File: config.mk
export PLATFORM = sky130hd
export DESIGN_NAME = gb48_64_sched
export DESIGN_NICKNAME = d
export VERILOG_FILES = /design/src/rtl/gb48_64_sched.sv
export SDC_FILE = /design/constraint.sdc
export NUM_CORES = 1
export LEC_CHECK = 0
export ABC_AREA = 1
export BUFFER_PORTS_ARGS = -buffer_cell sky130_fd_sc_hd__buf_2
export CORE_MARGIN = 2
export CORE_UTILIZATION = 40
export CTS_CLUSTER_DIAMETER = 60
export CTS_CLUSTER_SIZE = 16
export DETAILED_ROUTE_END_ITERATION = 6
export PLACE_DENSITY = 0.64
export SKIP_CTS_REPAIR_TIMING = 1
export SLEW_MARGIN = 10
export SYNTH_ARGS = -nofsm -noshare
export SYNTH_HDL_FRONTEND = slang
export SYNTH_SLANG_ARGS = --single-unit
File: constraint.sdc
create_clock -name clk -period 7.7 [get_ports clk]
set_clock_uncertainty 0.2 [all_clocks]
set_input_delay 0.77 -clock clk [delete_from_list [all_inputs] [get_ports clk]]
set_output_delay 0.77 -clock clk [all_outputs]
set_load 0.02 [all_outputs]
File: src/rtl/gb48_64_sched.sv
// Sequencing controller for the 48->64 PCS transmit gearbox: paces source accepts, drives
// end-of-stream padding/drain and mirrors gearbox fill. Optional stats ports: GB_SCHED_STATS_EN.
module gb48_64_sched #(
    parameter int DRAIN_TMO = 16,
    parameter int CNT_W     = 32
) (
    input  logic             clk,
    input  logic             reset_n,
    input  logic             enable,
    input  logic             src_valid,
    output logic             src_ready,
    input  logic             sink_ready,
    input  logic             flush_req,
    output logic             gb_enable,
    output logic             gb_datavalid,
    output logic             gb_pad_sel,
    output logic             gb_in_idle,
    input  logic             gb_out_idle,
    input  logic             gb_empty_save,
    input  logic             gb_out_valid,
    output logic             busy,
    output logic             flush_done,
    output logic             err
`ifdef GB_SCHED_STATS_EN
    ,
    output logic [CNT_W-1:0] st_in_words,
    output logic [CNT_W-1:0] st_out_words,
    output logic [CNT_W-1:0] st_pad_words
`endif
);

    localparam int TMO_W = (DRAIN_TMO > 1) ? $clog2(DRAIN_TMO) : 1;

    typedef enum logic [1:0] {
        IDLE        = 2'd0,
        RUN         = 2'd1,
        FLUSH_PAD   = 2'd2,
        FLUSH_DRAIN = 2'd3
    } state_t;

    state_t           state, state_nxt;
    logic [3:0]       level;
    logic [4:0]       level_nxt;
    logic [TMO_W-1:0] tmo_cnt, tmo_nxt;
    logic             acc, out, tmo_hit, mismatch;

    always_comb begin
        gb_enable    = enable;
        busy         = (state != IDLE);
        gb_in_idle   = sink_ready & busy;
        src_ready    = 1'b0;
        gb_datavalid = 1'b0;
        gb_pad_sel   = 1'b0;
        case (state)
            RUN: begin
                src_ready    = gb_out_idle & enable;
                gb_datavalid = src_valid & gb_out_idle & enable;
            end
            FLUSH_PAD: begin
                gb_pad_sel   = 1'b1;
                gb_datavalid = gb_out_idle & enable;
            end
            default: ;
        endcase
    end

    // Fill mirror: +3 units per 48-bit word in, -4 units per 64-bit word out.
    always_comb begin
        acc       = gb_datavalid & enable;
        out       = (level >= 4'd4) & gb_in_idle & enable;
        level_nxt = {1'b0, level} + (acc ? 5'd3 : 5'd0) - (out ? 5'd4 : 5'd0);
    end

    always_comb begin
        state_nxt  = state;
        tmo_nxt    = tmo_cnt;
        tmo_hit    = 1'b0;
        flush_done = 1'b0;
        case (state)
            IDLE: state_nxt = RUN;
            RUN: begin
                if (flush_req) begin
                    state_nxt = (level_nxt[1:0] != 2'd0) ? FLUSH_PAD : FLUSH_DRAIN;
                    tmo_nxt   = '0;
                end
            end
            FLUSH_PAD: begin
                if (level_nxt[1:0] == 2'd0) begin
                    state_nxt = FLUSH_DRAIN;
                    tmo_nxt   = '0;
                end
            end
            FLUSH_DRAIN: begin
                if (level_nxt == 5'd0) begin
                    state_nxt  = IDLE;
                    flush_done = enable;
                end else if (tmo_cnt == TMO_W'(DRAIN_TMO - 1)) begin
                    state_nxt = IDLE;
                    tmo_hit   = 1'b1;
                end else begin
                    tmo_nxt = tmo_cnt + TMO_W'(1);
                end
            end
            default: state_nxt = IDLE;
        endcase
    end

    // Any disagreement between the mirror and the gearbox status lines latches err.
    always_comb begin
        mismatch = (gb_out_valid != out)
                 | (gb_out_idle != (level <= 4'd6))
                 | (gb_empty_save != ((level == 4'd0) | (level == 4'd3) |
                                      (level == 4'd6) | (level == 4'd9)))
                 | (level_nxt > 5'd9)
                 | tmo_hit;
    end

    always_ff @(posedge clk or negedge reset_n) begin
        if (!reset_n) begin
            state   <= IDLE;
            level   <= 4'd0;
            tmo_cnt <= '0;
            err     <= 1'b0;
        end else if (enable) begin
            state   <= state_nxt;
            level   <= level_nxt[3:0];
            tmo_cnt <= tmo_nxt;
            if (mismatch) err <= 1'b1;
        end
    end

`ifdef GB_SCHED_STATS_EN
    always_ff @(posedge clk or negedge reset_n) begin
        if (!reset_n) begin
            st_in_words  <= '0;
            st_out_words <= '0;
            st_pad_words <= '0;
        end else if (enable) begin
            if (acc & ~gb_pad_sel) st_in_words  <= st_in_words + CNT_W'(1);
            if (out)               st_out_words <= st_out_words + CNT_W'(1);
            if (acc & gb_pad_sel)  st_pad_words <= st_pad_words + CNT_W'(1);
        end
    end
`endif

endmodule

## Yosys cells after proc, flatten, opt, wreduce, memory -nomap -nowiden

Index checks and enable logic that the tools add are counted.

- Register bits after elaboration: 11
- Bits in latches: 0
- Bits in writable memories: 0
- Memory bits (read-only): 0
- Output and inout bits: 8
- Memories kept: 0

- $add $sub $neg: 3
- Multiply operators: 0
- Divide/modulo/power cells: 0
- Magnitude comparators: 3
- Equality and inequality tests: 15
- Shift-type cells: 0
- Mux-type cells: 21
- Bitwise operators: 14
- Reduce and logical (&&, ||, !) cells: 10

Operator list:

| cell | number |
|---|---|
| $mux 4 | 4 |
| $pmux 4 s3 | 1 |
| $mux 2 | 5 |
| $eq 4x4->1 const B | 2 |
| $mux 1 | 8 |
| $ne 2x2->1 const B | 4 |
| $pmux 2 s4 | 1 |
| $and 1x1->1 | 7 |
| $or 1x1->1 | 7 |
| $reduce_and 6->1 | 1 |
| $add 4x2->5 | 1 |
| $gt 5x4->1 const B | 1 |
| $logic_not 5->1 | 1 |
| $sub 5x3->5 | 1 |
| $add 4x1->4 const B | 1 |
| $eq 2x2->1 const B | 2 |
| $eq 4x2->1 const B | 1 |
| $eq 4x3->1 const B | 1 |
| $ge 4x3->1 const B | 1 |
| $le 4x3->1 const B | 1 |
| $logic_not 2->1 | 2 |
| $logic_not 4->1 | 1 |
| $reduce_and 4->1 | 1 |
| $reduce_bool 2->1 | 2 |
| 7 further kinds | 9 |

## Depth between registers and ports, before layout

Gate-level depths: netlist of the first run.

- Depth after elaboration: 12
- Mapped depth: 17
- Gate-level depth less buffers: 17

## Worst setup path before layout of the first run

OpenSTA, ideal clock, no wires.

- Path type: input to output
- From: input port sink_ready
- To: output port flush_done
- Arrival time: 2.671 ns
- Path slack: 4.059 ns
- Stages: 9
- Cells stage by stage: inv_1 -> nor2_1 -> nand3_1 -> ha_1 -> ha_1 -> xnor2_1 -> nor2_2 -> nand4_4 -> nor2_1

- Word-level cells in the longest chain between the ends: 8

Ends and longest elaborated chain:

| item | line | source |
|---|---|---|
| start, declared | 12 | `input logic sink_ready,` |
| $and 1x1->1 | 50 | `gb_in_idle = sink_ready & busy;` |
| named net gb_in_idle | 17 | `output logic gb_in_idle,` |
| $and 1x1->1 (2 in a row) | 70 | `out = (level >= 4'd4) & gb_in_idle & enable;` |
| $mux 3 | 71 | `level_nxt = {1'b0, level} + (acc ? 5'd3 : 5'd0) - (out ? 5'd4 : 5'd0);` |
| $sub 5x3->5 | 71 |  |
| $logic_not 5->1 | 94 | `if (level_nxt == 5'd0) begin` |
| $mux 1 | 94 |  |
| $mux 1 | 79 | `case (state)` |
| end, declared | 22 | `output logic flush_done,` |

The timed path passes the listed nets, and every way through them passes these cells.

## Worst setup path after layout of the first run

- From: register state[0]
- To: output port flush_done

- Word-level cells in the longest chain between the ends: 9
- Elaborated cells between the ends (all ways): 16

Ends and longest elaborated chain:

| item | line | source |
|---|---|---|
| start, declared | 41 | `state_t state, state_nxt;` |
| start signal, assigned | 125 | `state <= state_nxt;` |
| $eq 2x2->1 (tied with other cells) | 54 | `case (state)` |
| $pmux 1 s2 or $and 1x1->1 (tied branches) | 54, 50 |  |
| $and 1x1->1 (on tied branches) | 69, 70 |  |
| $mux 2 or $and 1x1->1 (tied branches) | 71, 70 |  |
| $add 4x2->5 or $mux 3 (tied branches) | 71 |  |
| $sub 5x3->5 | 71 |  |
| $logic_not 5->1 | 94 |  |
| $mux 1 | 94 |  |
| $mux 1 (*) | 79 |  |

Every way passes the cells marked *; elsewhere a longest branch is shown, timed or not.

==> impl_results.md, run 1 <==
* Dpl ws at 3830 ps
* # fillers at 267
* Post-synth top cells: nand2_1 (45), inv_1 (21), nand3_1 (15)
* RR Startpoint: state[0]
* Routed vias at 967
* Reg-to-Reg End: tmo_cnt[1]
* DP HPWL at 1810 µm
* H-Tree Depth at 1
* Critical Path AT at 3100 ps
* Clock Tree Root: clkbuf_4
* Setup_tns at 0 ps
* Drt first-iter violations at 12
* Final slew viol count at 0
* GP Congestion at 0.859
* Largest net degree at the start of global routing at 12
* Net Sw Power at 0.289 mW
* Netlist cell types at 29
* I/O Buffers at 16
* Global-route wire length before repair at 3620 µm
* DRC Markers at 0
* Worst-Skew Late Latency at 260 ps
* Wirelength per Cell at 10.8 µm
* Clock sinks at 11
* Synth area leaders: dfrtp_1 (26%), nand2_1 (16%), ha_1 (13%)
* Yosys reg bits at 11
* I/O pin total at 17
* Final Hold Fails at 0
* Top_reg_cell synth: dfrtp_1
* Initial antenna violation count at 0
* Worst setup path class: reg -> out
* GRT overflow at 0
* Synthesis warning total at 0
* Final Cycle Share at 52.9%
* Final Critical Period at 4070 ps
* Buffer levels on the longest clock path at 2
* Synth Cell Area at 0.00105 mm²
* Worst-path clk slew at 70 ps
* Core Rows at 18
* R2R Setup Slk at 4520 ps
* Slew Limit Headroom at 75.0%
* Sequential share of the synthesized area at 26.2%
* Layout cells sized above 1 at 24.1%
* DIE AREA at 0.00305 mm²
* Achievable Freq at 246 MHz
* Asr flop ratio synth at 100%
* Final setup fails at 0
* RSZ-0062 raised after global routing: no
* Synth top area share at 26.2%
* Clock network power share at 7.3%
* Aggregate routed wire length at 2170 µm
* Worst reg-to-reg path cell count at 17
* TritonRoute pass-1 iters at 4
* Sequential cell area at 275 µm²
* Vias per std cell at 4.84
* CTS Buf Count at 3
* Final antenna-violating net count at 0
* VDD IR max at 0.246 mV
* Sw Ratio at 55.7%
* Hold Path Class: in -> async
* Max-Cap Viols at 0
* Mapped Nets at 171
* Die X at 55.2 µm
* Sequential share of power at 19.7%
* # diodes at 0
* Gr usage total at 14.8%
* Number of global-route vias before repair at 869
* Int Power at 0.230 mW
* Area leader, netlist: dfrtp_1
* Count leader, synth: nand2_1
* P per Cell Area at 438 mW/mm²
* Status: completed
* Synth-to-layout area growth at 13.0%
* Cell count after synthesis at 151
* Nets at 191
* Worst Tran Pin Value at 372 ps
* Crit Path Max Fanout at 6
* CP startpoint kind: flip-flop
* Final core area utilization at 47.9%
* Multi-input logic area at 662 µm²
* Core area at 0.00248 mm²
* Comb pwr share at 73.0%
* Worst setup EP type: output port
* Lkg Pwr at 0.642 nW
* Post-synth EDFFs at 0
* Avg Inst Size Synth at 6.95 µm²
* Final WS setup at 3630 ps
* Chip height at 55.2 µm
* Starting Density at 42.4%
* CTS tree: done
* Worst EP required at 6730 ps
-- worst max-delay path by stage --
stage               startpoint    endpoint  slack [ps]  cells past startpoint
CTS                   state[0]  flush_done        3600                     14
detailed placement      enable  flush_done        3830                     13
floorplan           sink_ready  flush_done        4060                      9
global route          state[0]  flush_done        3360                     14
global placement        enable  flush_done        3930                     13
finish                state[0]  flush_done        3630                     14
-- per-stage QoR --
stage | power (mW) | instance area [µm²] | hold WS [ps] | std cells
global placement | 0.474 | 1160 | 247 | 196
floorplan | 0.404 | 1050 | 274 | 151
global route | 0.578 | 1190 | 148 | 200
CTS | 0.521 | 1190 | 158 | 200
detailed placement | 0.481 | 1160 | 250 | 196
finish | 0.519 | 1190 | 163 | 200
-- placed cells by master (no fill, tap or decap), types with 2 or more instances in the layout --
cell / count
a21oi_1: 3
buf_2: 16
clkbuf_4: 3
dfrtp_1: 11
ha_1: 11
inv_1: 21
inv_2: 6
nand2_1: 45
nand2_2: 2
nand3_1: 15
nor2_1: 5
nor2_4: 2
nor4_1: 2
o21ai_0: 7
o21ai_2: 4
or2_2: 2
-- worst max-delay path: stages (launching register included) --
cell and delay [ps]:
dfrtp_1 440, inv_1 90, ha_1 330, inv_1 70
nor4_1 390, inv_1 80, ha_1 300, ha_1 330
inv_2 50, nor2_4 80, inv_2 50, nor2_2 180
nand4_4 130, nor2_1 130, buf_2 180
-- sequential cells by signal (all words and copies together) (netlist names) --
register  cells
level         4
tmo_cnt       4
state         2
err           1
-- cell type report --
cell class	instances	area share [%]
Sequential cell	11	23.2
Inverter	28	8.86
Timing Repair Buffer	16	6.75
Multi-Input combinational cell	111	55.8
Clock buffer	4	2.22
Tap cell	30	3.16
-- power by group through the flow --
stage | logic [mW] | registers [mW] | clock network [mW]
floorplan | 0.308 | 0.0956 | 0
global placement | 0.372 | 0.103 | 0
detailed placement | 0.377 | 0.103 | 0
CTS | 0.379 | 0.102 | 0.0394
global route | 0.428 | 0.106 | 0.0445
finish | 0.379 | 0.102 | 0.0379
-- kinds of logic after synthesis --
group	synth area share (%)
AOI/OAI and AO/OA	11.2
xor gates and xnor gates	1.67
adders and majority gates	13.1
buffers and inverters	10.7
DFF	26.2
and+or+nand+nor	37.1
-- layer usage --
layer	track usage, %	wire [µm]	vias to the layer above
met3	4.45	95	2
li1	-	-	517
met2	24.8	1000	21
met4	2.09	7	0
met5	0	0	-
met1	19.2	1060	427
Note: power is estimated with default switching activity, not from simulation.
==> run 2, diff against run 1 <==
==> constraint.sdc (replaced) <==
create_clock -name clk -period 3.77 [get_ports clk]
set_clock_uncertainty 0.2 [all_clocks]
set_input_delay 0.377 -clock clk [delete_from_list [all_inputs] [get_ports clk]]
set_output_delay 0.377 -clock clk [all_outputs]
set_load 0.02 [all_outputs]
==> run 2 against run 1 <==
  * Core utilization increased by 0.71 points
  * First-iteration DRC count fell by 33%
  * Cell count is 0.50% higher
  * Global-route usage up 0.37 points
  * Largest power group unchanged
==> impl_results.md, run 2 (synthesized netlist as in run 1, its figures left out) <==
* Buffer levels on the longest clock path at 2
* Initial antenna violation count at 0
* Number of global-route vias before repair at 881
* Die X at 55.2 µm
* # fillers at 275
* TritonRoute pass-1 iters at 5
* Clock sinks at 11
* Cell count after placement at 196
* Critical Path AT at 2960 ps
* Most frequent cells in the layout: nand2_1 (45), inv_1 (21), buf_2 (16), nand3_1 (15), ha_1 (11)
* RSZ-0062 raised after global routing: no
* Multi-input logic area at 668 µm²
* Clock Tree Root: clkbuf_4
* P per Cell Area at 881 mW/mm²
* Layout cells sized above 1 at 25.1%
* Achievable Freq at 283 MHz
* Final Cycle Share at 93.8%
* Slew Limit Headroom at 76.7%
* Worst hold path cell count at 3
* Worst-path clk slew at 70 ps
* H-Tree Depth at 1
* Aggregate routed wire length at 2190 µm
* DRC Markers at 0
* Status: completed
* Chip height at 55.2 µm
* Max-Cap Viols at 0
* Hold Worst Slack at 231 ps
* Drt first-iter violations at 8
* Final slew viol count at 0
* Crit Path Max Fanout at 4
* Lkg Pwr at 0.646 nW
* Worst setup path class: reg -> out
* Final setup fails at 0
* Routed vias at 997
* Final WS setup at 234 ps
* # diodes at 0
* Starting Density at 42.4%
* GRT overflow at 0
* Largest net degree at the start of global routing at 12
* R2R Setup Slk at 730 ps
* Core area at 0.00248 mm²
* Vias per std cell at 4.96
* CTS Buf Count at 3
* DIE AREA at 0.00305 mm²
* Overall Power at 1.06 mW
* Wirelength per Cell at 10.9 µm
* Worst-Skew Late Latency at 270 ps
* CTS tree: done
* Commonest non-fill, non-tap cell in the layout: nand2_1
* Setup crit start: state[1]
* Final Hold Fails at 0
* Hold EP: err
* Sequential cell area at 277 µm²
* Final antenna-violating net count at 0
* Non-Filler Instances at 201
* RR Startpoint: state[1]
* Setup_tns at 0 ps
* Gr usage total at 15.2%
* Nets at 192
* Worst Tran Pin Value at 346 ps
* Hold Startpoint: enable
* Worst reg-to-reg path cell count at 17
* I/O Buffers at 16
* Core Rows at 18
* Hold Path Class: in -> reg
* Synth-to-layout area growth at 14.7%
* Global-route wire length before repair at 3710 µm
* VDD IR max at 0.455 mV
* Final Critical Period at 3540 ps
* I/O pin total at 17
* Largest registers: level (4), tmo_cnt (4), state (2)
* CP startpoint kind: flip-flop
* DP HPWL at 1820 µm
* Dpl ws at 435 ps
* Reg-to-Reg End: tmo_cnt[3]
* Worst setup EP type: output port
* GP Congestion at 0.794
* Worst EP required at 3190 ps
==> run 2: cell count changes in the layout (fill, tap and decap cells not counted), sizes merged <==
cell | previous run | this run
dlygate4sd3 | 0 | 1
==> run 2: worst max path at each step <==
stage / end / slack, ps / cells past startpoint
5_1_grt: flush_done / 20 / 14
3_5_place_dp: flush_done / 430 / 14
3_3_place_gp: flush_done / 500 / 14
2_1_floorplan: flush_done / 600 / 13
4_1_cts: flush_done / 130 / 14
6_report: flush_done / 230 / 14
==> run 2: critical path: stages, from the launching register on <==
cell and delay [ps]:
dfrtp_1 390, inv_1 90, ha_1 320, inv_1 70, nor4_2 310, inv_1 80, ha_1 300, ha_1 330
inv_2 50, nor2_4 80, inv_2 50, nor2_2 180, nand4_4 140, nor2_1 120, buf_2 170
==> run 2: area by class of cell <==
cell class              count  area share, %
multi-input cells         111           55.5
flip-flops and latches     11           23.0
inverters                  28           8.73
repair buffers             17           7.48
well taps                  30           3.12
clock buffers               4           2.18
==> run 2: through the flow <==
step           instance area [µm²]  util (%)
2_1_floorplan                 1050         -
3_3_place_gp                  1160      46.8
3_5_place_dp                  1160      46.8
4_1_cts                       1190      47.9
5_1_grt                       1200      48.6
6_report                      1200      48.6
==> run 2: power by group <==
group / leakage (nW) / switching, mW / internal, mW / total, mW
sequential: 0.138 / 0.0505 / 0.158 / 0.209
clock: 0.0150 / 0.0405 / 0.0410 / 0.0815
combinational: 0.493 / 0.498 / 0.273 / 0.770
==> run 2: per-layer routing <==
| layer | vias up | global-route usage [%] | part of all wire (%) |
|---|---|---|---|
| met5 | - | 0 | 0 |
| met4 | 0 | 2.09 | 0 |
| met3 | 0 | 4.68 | 4.8 |
| met2 | 20 | 25.7 | 47 |
| met1 | 454 | 19.4 | 48 |
| li1 | 523 | - | - |
==> run 3, diff against run 2 <==
--- a/config.mk
+++ b/config.mk
@@ -5,7 +5,6 @@
 export SDC_FILE = /design/constraint.sdc
 export NUM_CORES = 1
 export LEC_CHECK = 0
-export ABC_AREA = 1
 export BUFFER_PORTS_ARGS = -buffer_cell sky130_fd_sc_hd__buf_2
 export CORE_MARGIN = 2
 export CORE_UTILIZATION = 40
==> run 3 against run 2 <==
  * First-iteration DRC count decreased by 75%
  * Power shrank 5.0%
  * Largest power group unchanged
  * Sequential power increased by 11%
  * Synthesized cell count shrank 29%
  * Core utilization rose by 0.60 points
  * Critical path depth shrank 2
==> impl_results.md, run 3 <==
* Layout cells sized above 1 at 21.4%
* Final antenna-violating net count at 0
* Final WS setup at 187 ps
* Initial antenna violation count at 0
* Yosys reg bits at 11
* Sequential share of the synthesized area at 28.8%
* Synth area leaders: dfrtp_1 (29%), ha_1 (14%), inv_1 (5.5%)
* Starting Density at 42.7%
* # fillers at 213
* Most frequent cells in the layout: buf_2 (16), inv_1 (14), ha_1 (11), dfrtp_1 (11), nor2_1 (8)
* Buffer levels on the longest clock path at 2
* # diodes at 0
* Final slew viol count at 0
* Asr flop ratio synth at 100%
* Critical Path AT at 3550 ps
* Hold Path Class: reg -> reg
* Die X at 52.9 µm
* DP HPWL at 1600 µm
* I/O pin total at 17
* Global routing's busiest layer: met2
* Clock sinks at 11
* Synth top area share at 28.8%
* Cell count after synthesis at 107
* GRT overflow at 0
* GR Layer Usage met2 at 27.3%
* Status: completed
* Worst reg-to-reg path cell count at 12
* Dpl ws at 248 ps
* DIE AREA at 0.00279 mm²
* Synth Cell Area at 955 µm²
* Post-synth EDFFs at 0
* Worst-path clk slew at 70 ps
* Reg-to-Reg End: tmo_cnt[3]
* Setup crit start: state[0]
* Critical Path End: tmo_cnt[3]
* I/O Buffers at 16
* Synthesis warning total at 0
* Post-synth top cells: inv_1 (14), dfrtp_1 (11), ha_1 (11)
* Core Rows at 17
* Worst Tran Pin Value at 488 ps
* Largest registers: level (4), tmo_cnt (4), state (2)
* Synth-to-layout area growth at 15.1%
* Count leader, synth: inv_1
* Worst hold path cell count at 1
* Chip height at 52.9 µm
* Fin area at 0.00110 mm²
* Global-route wire length before repair at 3340 µm
* Mapped Nets at 127
* Sequential cell area at 275 µm²
* Placed cell areas at 0.00106 mm²
* GR Util met1 at 20.6%
* Overall Power at 1.01 mW
* Gr usage total at 16.2%
* Hold Worst Slack at 255 ps
* R2R Setup Slk at 190 ps
* Vias per std cell at 5.17
* DRC Markers at 0
* Area leader, netlist: dfrtp_1
* Worst setup path class: reg -> reg
* GP Congestion at 0.798
* Worst-Skew Late Latency at 270 ps
* Multi-input logic area at 612 µm²
* RR Startpoint: state[0]
* Crit Path Max Fanout at 7
* Core area at 0.00223 mm²
* Final Critical Period at 3580 ps
* P per Cell Area at 917 mW/mm²
* CP startpoint kind: flip-flop
* Avg Inst Size Synth at 8.92 µm²
* Lkg Pwr at 0.499 nW
* Number of global-route vias before repair at 784
* Aggregate routed wire length at 1910 µm
* Commonest non-fill, non-tap cell in the layout: buf_2
* Largest net degree at the start of global routing at 13
* CTS tree: done
* Nets at 147
* GRT met3 Usage at 5.08%
* CTS Buf Count at 3
* Routed vias at 796
* Worst EP required at 3740 ps
* Drt first-iter violations at 2
* Final setup fails at 0
* Wirelength per Cell at 12.4 µm
* Final Hold Fails at 0
* Netlist cell types at 36
* Achievable Freq at 279 MHz
* Worst setup EP type: flip-flop
* Clock Tree Root: clkbuf_4
* TritonRoute pass-1 iters at 3
* Top_reg_cell synth: dfrtp_1
* RSZ-0062 raised after global routing: no
* Slew Limit Headroom at 67.3%
* VDD IR max at 0.603 mV
* H-Tree Depth at 1
* Max-Cap Viols at 0
* Final Cycle Share at 95.0%
* Setup_tns at 0 ps
## run 3: cell types whose count changed in the layout (fill, tap and decap cells not counted), moves of 4 or more
cell,delta
nand3_1,-11
o21ai_2,-4
nand2_1,-38
inv_1,-7
inv_2,-6
xnor2_1,+5
## run 3: power breakdown
group / switching (mW) / total (mW) / internal [mW]
Sequential: 0.0666 / 0.233 / 0.167
Clock: 0.0401 / 0.0810 / 0.0409
Combinational: 0.403 / 0.693 / 0.290
## run 3: layout make-up
cell class	instances	share of cell area [%]
multi-input cells	79	55.7
inverters	14	4.78
flip-flops and latches	11	25.1
well taps	28	3.19
clock buffers	4	2.39
repair buffers	18	8.88
## run 3: cell families after synthesis
family / after synthesis / synth area share (%)
compound gates: 22 / 17.6
simple gates: 33 / 19.0
xor+xnor: 7 / 6.42
buf+inv: 17 / 7.08
mux: 6 / 6.68
flops: 11 / 28.8
fa+ha+maj: 11 / 14.4
## run 3: worst max-delay path, stage by stage, from the launching register on
cell	delay, ps
dfrtp_1	400
inv_1	100
ha_1	340
nand3_1	100
nor2_1	180
inv_1	70
ha_1	300
ha_1	360
and2b_1	170
o221ai_1	190
or3_1	500
or3_1	360
o311ai_2	220
## run 3: worst min path at each step
stage                     slack [ps]         end  startpoint
after floorplan                 -120         err     reset_n
after global placement            70  tmo_cnt[1]     reset_n
after detailed placement          60    level[0]     reset_n
after CTS                       -230    level[0]     reset_n
after global routing             270    level[1]      enable
final                            250         err         err
## run 3: per-layer routing
layer	vias up	routed length, µm
li1	412	-
met1	373	903
met2	11	931
met3	0	78
met4	0	0
met5	-	0
## run 3: metrics by stage
stage	utilization, %	instances
after floorplan	-	107
after global placement	47.6	149
after detailed placement	47.6	149
after CTS	48.7	153
after global routing	49.2	154
final	49.2	154
